$ cat config.mk
export PLATFORM = sky130hd
export DESIGN_NAME = pipeline_ctrl
export DESIGN_NICKNAME = d
export VERILOG_FILES = /design/src/rtl/pipeline_ctrl_pkg.sv /design/src/rtl/pipeline_ctrl_perf_counter.sv /design/src/rtl/pipeline_ctrl.sv
export SDC_FILE = /design/constraint.sdc
export NUM_CORES = 1
export LEC_CHECK = 0
export BUFFER_PORTS_ARGS = -buffer_cell sky130_fd_sc_hd__buf_2
export CAP_MARGIN = 20
export CORE_MARGIN = 10
export CORE_UTILIZATION = 49
export CTS_CLUSTER_SIZE = 12
export DETAILED_ROUTE_END_ITERATION = 6
export HOLD_SLACK_MARGIN = 0.03
export PLACE_DENSITY = 0.86
export SLEW_MARGIN = 20
export SYNTH_ARGS = -nofsm -noshare
export SYNTH_HDL_FRONTEND = slang
export SYNTH_SLANG_ARGS = --single-unit
export TNS_END_PERCENT = 50
$ cat constraint.sdc
create_clock -name clk_i -period 2.6 [get_ports clk_i]
set_input_delay 0.78 -clock clk_i [delete_from_list [all_inputs] [get_ports clk_i]]
set_output_delay 0.78 -clock clk_i [all_outputs]
set_load 0.1 [all_outputs]
$ cat src/rtl/pipeline_ctrl_pkg.sv
// Shared definitions for the pipeline stall/flush sequencer.
// Holds the FSM encoding, stage indices and the perf counter width.
package pipeline_ctrl_pkg;

    typedef enum logic [1:0] {
        ST_RUN      = 2'd0,
        ST_DIV_WAIT = 2'd1,
        ST_HALT     = 2'd2
    } state_e;

    localparam int STG_F   = 0;
    localparam int STG_D   = 1;
    localparam int STG_E   = 2;
    localparam int STG_M   = 3;
    localparam int STG_W   = 4;
    localparam int NUM_STG = 5;

    localparam int PERF_W = 32;

endpackage

$ cat src/rtl/pipeline_ctrl_perf_counter.sv
// Free-running event counter: increments on i_en and wraps at 2^PERF_W.
// Synchronous active-high reset.
module perf_counter
    import pipeline_ctrl_pkg::*;
(
    input  logic              clk_i,
    input  logic              reset_i,
    input  logic              i_en,
    output logic [PERF_W-1:0] o_count
);

    logic [PERF_W-1:0] r_count;

    always_ff @(posedge clk_i) begin
        if (reset_i)
            r_count <= '0;
        else if (i_en)
            r_count <= r_count + 1'b1;
    end

    assign o_count = r_count;

endmodule

$ cat src/rtl/pipeline_ctrl.sv
// Central stall/flush sequencer for the 5-stage RV32 pipeline.
// Arbitrates HALT > memBusy > DIV > mispredict > dataHazard and owns the perf counters.
module pipeline_ctrl
    import pipeline_ctrl_pkg::*;
#(
    parameter int DIV_CYCLES = 32,
    parameter int CNT_BITS   = 8
) (
    input  logic        clk_i,
    input  logic        reset_i,
    input  logic        dataHazard_i,
    input  logic        E_mispredict_i,
    input  logic        E_isDIV_i,
    input  logic        E_isEBREAK_i,
    input  logic        M_memBusy_i,
    input  logic        resume_i,
    output logic        F_stall_o,
    output logic        D_stall_o,
    output logic        E_stall_o,
    output logic        M_stall_o,
    output logic        D_flush_o,
    output logic        E_flush_o,
    output logic        divStart_o,
    output logic        halted_o,
    output logic [31:0] stallCycles_o,
    output logic [31:0] flushCount_o
);

    state_e              r_state;
    logic [CNT_BITS-1:0] r_cnt;
    logic                r_div_done;
    logic                r_ebrk_done;

    state_e              w_next_state;
    logic [CNT_BITS-1:0] w_next_cnt;
    logic                w_next_div_done;
    logic                w_next_ebrk_done;
    logic [STG_M:0]      w_stall;
    logic                w_d_flush;
    logic                w_e_flush;
    logic                w_div_start;
    logic                w_halted;
    logic [PERF_W-1:0]   w_stall_cnt;
    logic [PERF_W-1:0]   w_flush_cnt;

    always_ff @(posedge clk_i) begin
        if (reset_i) begin
            r_state     <= ST_RUN;
            r_cnt       <= '0;
            r_div_done  <= 1'b0;
            r_ebrk_done <= 1'b0;
        end else begin
            r_state     <= w_next_state;
            r_cnt       <= w_next_cnt;
            r_div_done  <= w_next_div_done;
            r_ebrk_done <= w_next_ebrk_done;
        end
    end

    always_comb begin
        w_next_state     = r_state;
        w_next_cnt       = r_cnt;
        w_next_div_done  = r_div_done;
        w_next_ebrk_done = r_ebrk_done;
        w_stall          = '0;
        w_d_flush        = 1'b0;
        w_e_flush        = 1'b0;
        w_div_start      = 1'b0;
        w_halted         = 1'b0;

        if (reset_i) begin
            w_next_state = ST_RUN;
        end else if (r_state == ST_HALT) begin
            w_stall  = '1;
            w_halted = 1'b1;
            // The EBREAK is still sitting in E on resume; let it retire once.
            if (resume_i) begin
                w_next_state     = ST_RUN;
                w_next_ebrk_done = 1'b1;
            end
        end else if (M_memBusy_i) begin
            w_stall = '1;
        end else if (r_state == ST_DIV_WAIT) begin
            w_stall[STG_F] = 1'b1;
            w_stall[STG_D] = 1'b1;
            w_stall[STG_E] = 1'b1;
            w_next_cnt     = r_cnt - CNT_BITS'(1);
            if (r_cnt <= CNT_BITS'(1)) begin
                w_next_state    = ST_RUN;
                w_next_div_done = 1'b1;
            end
        end else if (E_isDIV_i && !r_div_done) begin
            w_div_start    = 1'b1;
            w_stall[STG_F] = 1'b1;
            w_stall[STG_D] = 1'b1;
            w_stall[STG_E] = 1'b1;
            // Start cycle plus the wait window plus the advance cycle totals DIV_CYCLES.
            if (DIV_CYCLES <= 2) begin
                w_next_div_done = 1'b1;
            end else begin
                w_next_state = ST_DIV_WAIT;
                w_next_cnt   = CNT_BITS'(DIV_CYCLES - 2);
            end
        end else begin
            if (E_isEBREAK_i && !r_ebrk_done)
                w_next_state = ST_HALT;
            if (E_mispredict_i) begin
                w_d_flush = 1'b1;
                w_e_flush = 1'b1;
            end else if (dataHazard_i) begin
                w_stall[STG_F] = 1'b1;
                w_stall[STG_D] = 1'b1;
                w_e_flush      = 1'b1;
            end
        end

        // Any E advance means a new instruction occupies E next cycle.
        if (!reset_i && !w_stall[STG_E]) begin
            w_next_div_done  = 1'b0;
            w_next_ebrk_done = 1'b0;
        end
    end

    perf_counter u_stall_cnt (
        .clk_i   (clk_i),
        .reset_i (reset_i),
        .i_en    (w_stall[STG_F]),
        .o_count (w_stall_cnt)
    );

    perf_counter u_flush_cnt (
        .clk_i   (clk_i),
        .reset_i (reset_i),
        .i_en    (w_d_flush),
        .o_count (w_flush_cnt)
    );

    assign F_stall_o     = w_stall[STG_F];
    assign D_stall_o     = w_stall[STG_D];
    assign E_stall_o     = w_stall[STG_E];
    assign M_stall_o     = w_stall[STG_M];
    assign D_flush_o     = w_d_flush;
    assign E_flush_o     = w_e_flush;
    assign divStart_o    = w_div_start;
    assign halted_o      = w_halted;
    assign stallCycles_o = reset_i ? '0 : w_stall_cnt;
    assign flushCount_o  = reset_i ? '0 : w_flush_cnt;

endmodule

==> flow_metrics.tcl <==
set metrics [dict create \
    synth_top_family_by_area "simple AND/OR/NAND/NOR gates" \
    synth.top_cell.area_share_pct 37.2 \
    syn_area_per_cell_sq_um 7.88 \
    num_rows 33 \
    reg2reg_from "r_state[0]" \
    grt_max_degree 44 \
    synth_mux_area_share_pct 3.00 \
    path_cells "inv_2 -> ha_4 -> or2_4 -> or3_4 -> nor2_4 -> buf_12" \
    synth_compound_area_share_pct 7.13 \
    pwr-share-comb_pct 19.1 \
    hold_path.startpoint "r_ebrk_done" \
    violations "setup timing" \
    synth_flop_cell "dfxtp_1" \
    grt_pass1_wl_um 20700 \
    drt-initial-drc-count 243 \
    pwr-share-clk_pct 35.9 \
    crit_required_ns 1.82 \
    syn_area_sq_mm 0.00409 \
    route.detailed.wl_per_inst_um 17.5 \
    ys_seq_elements 76 \
    finalSetupViolations 4 \
    cts_buffers 9 \
    cts_sinks 76 \
    async_flop_share_pct 0 \
    synth_common_cells "88 x nor2_1, 76 x dfxtp_1, 55 x nor2b_1, 32 x xnor2_1, 29 x nand2_1" \
    power.density_mw_per_mm2 411 \
    synth_edf_count 0 \
    dr.pass1.iters 5 \
    setup.worst_path.class "flop to output pin" \
    maxSlewHeadroom_pct 63.2 \
    io-pin-count 80 \
    status "finished, violations left" \
    grt_pass1_vias 4365 \
    yosysSeqAreaShare_pct 37.2 \
    synth_fa_ha_area_share_pct 2.14 \
    fin_area_sq_mm 0.00667 \
    drive_gt1_share_pct 34.4 \
    fin_util_pct 81.6 \
    track_usage_pct 19.4 \
    skew_ns 0.0135 \
    cap_violations 0 \
    slowest_stage "or3_4" \
    critPathMaxStageDelay_ns 0.42 \
    dieArea_sq_mm 0.0124 \
    p_switching_w 0.000788 \
    dr.max_layer_used "met4" \
    ant_nets 0 \
    area_growth_pct 63.0 \
    setup_slack_ns -0.0964 \
    cp_max_fo 5 \
    yosys_warnings 0 \
    yosysMostFrequentCell "nor2_1" \
    hold_viol 0 \
    synth_xor_area_share_pct 9.63 \
    drc 0 \
    antenna_found_initial 0 \
    initial_core_util_pct 50.0 \
    die_y_um 111 \
    yosys.area.top_type "dfxtp_1" \
    max_slew.worst_pin.slew_ns 0.547 \
    finalWirelength_um 12800 \
    clkTransAtPathRegs_ns 0.07 \
    portBuffers 79 \
    hold_class "flop to flop" \
    insertion_delay_ns 0.35 \
    dieWidth_um 111 \
    n_antenna_cell 0 \
    power_frac_seq_pct 45.0 \
    startpoint "r_state[0]" \
    vias 4234 \
    synthTopCellsByArea "dfxtp_1 37%, nor2b_1 8.4%, nor2_1 8.1%" \
    vias_per_cell 5.78 \
    ctsRootBufferMaster "clkbuf_8" \
    core_area_sq_mm 0.00818 \
    met2_length_um 6890 \
    synth_cell_types 44 \
    postSynthCellCount 519 \
    m1WireLength_um 4640 \
    start_kind "flop" \
    cts_tree "done" \
    holdWs_ns 0.516 \
    cp-end-kind "output pin" \
    htreeDepth 3 \
    dp_slack_ns 0.00891 \
    fillers 443 \
    clock_path_buffers 2 \
    p_sw_share_pct 28.7 \
    internal_power_w 0.00196 \
    fin_nets 639 \
    globalplace.congestion 0.884 \
    yosys.area_share.simple_pct 36.6 \
    wl_met3_um 869 \
    post_dp_cell_area_sq_mm 0.00639 \
    grt_overflow 0 \
    period_share_pct 104 \
    leakagePower_nw 2.29 \
    drv_slew 0 \
    dp_hpwl_um 9360 \
    max_freq_mhz 371 \
    synth_fp_nets 534 \
    grt_setup_unrepaired "yes" \
    arrival_ns 1.92 \
    irDropWorstVdd_v 0.000310 \
    layout_min_cycle_time_ns 2.70 \
    cts_hold_buf 0 \
]
## kinds of logic (layout without fill, tap and decap cells)
group           count (synthesis)  count (layout)
simple gates                  287             287
flops                          76              76
compound gates                 47              47
buf+inv                        46             154
xor+xnor                       45              45
mux                            11              11
fa+ha+maj                       7               7
## worst paths after layout
| path | endpoint | slack, ns | cells past startpoint |
|---|---|---|---|
| max | divStart_o | -0.1 | 6 |
| min | r_ebrk_done | 0.52 | 2 |
| max reg2reg | u_flush_cnt.o_count[28] | 0.11 | 10 |
| min reg2reg | r_ebrk_done | 0.52 | 2 |
## stage by stage
stage                     total power (W)  std cells  TNS [ns]
after floorplan                   0.00163        519     -7.70
after global placement            0.00174        712         0
after detailed placement          0.00175        712         0
after CTS                         0.00274        730    -0.154
after global routing              0.00284        732    -0.492
final                             0.00274        732    -0.159
## timing repair
item,4_1_cts,5_1_grt
hold endpoints to repair,0,0
setup buffers,4,2
gates cloned,0,0
resized for setup,5,1
setup endpoints to repair,6,6
pin swaps,9,1
## state kept, by name (all words and copies together), names as in the netlist
signal	count
u_flush_cnt.o_count	32
r_cnt	8
r_state	2
r_div_done	1
u_stall_cnt.o_count	32
r_ebrk_done	1
## power groups by stage
stage          registers, W  logic [W]  clock network, W
2_1_floorplan       0.00125   0.000378                 0
3_3_place_gp        0.00126   0.000478                 0
4_1_cts             0.00123   0.000510          0.000994
6_report            0.00123   0.000523          0.000986
5_1_grt             0.00124   0.000554           0.00104
3_5_place_dp        0.00126   0.000492                 0
## layout by cell type, fill, tap and decap left out, types with 6 or more instances in the layout
cell type	Yosys	routed
buf_4	1	38
buf_12	0	75
nor2b_4	0	36
nand4_1	15	15
xor2_1	13	13
inv_1	19	17
nor2b_2	0	11
nor2_4	0	17
nor4_1	19	19
and3_1	7	7
dfxtp_1	76	74
mux2_1	10	10
nor2_1	88	71
buf_2	0	6
or3_1	11	10
nand2_1	29	28
nor3_1	20	19
nand3_1	19	19
xnor2_1	32	32
nor2b_1	55	8
clkbuf_8	0	11
a21oi_1	24	24
## final cells by class
type / count / area, sq um / share of cell area (%)
clock inverters: 4 / 73.8 / 1.11
repair buffers: 121 / 1840 / 27.6
clock buffers: 10 / 138 / 2.06
well taps: 105 / 131 / 1.97
inverters: 19 / 71.3 / 1.07
flip-flops and latches: 76 / 1530 / 22.9
multi-input cells: 397 / 2890 / 43.3
## worst max-delay path, delay by kind of cell, from the launching register on
family	cells	cell delay [ns]
adder cells (fa/ha/maj)	1	0.14
flip-flops	1	0.38
AND/OR/NAND/NOR	3	0.83
buffers and inverters	2	0.23
## metal layers
metal  track usage (%)  vias up
li1                  -     1990
met1              18.9     2027
met2              37.0      178
met3              6.60       39
met4              6.60        0
met5                 0        -
No activity file was read; power rests on OpenSTA's default activity.
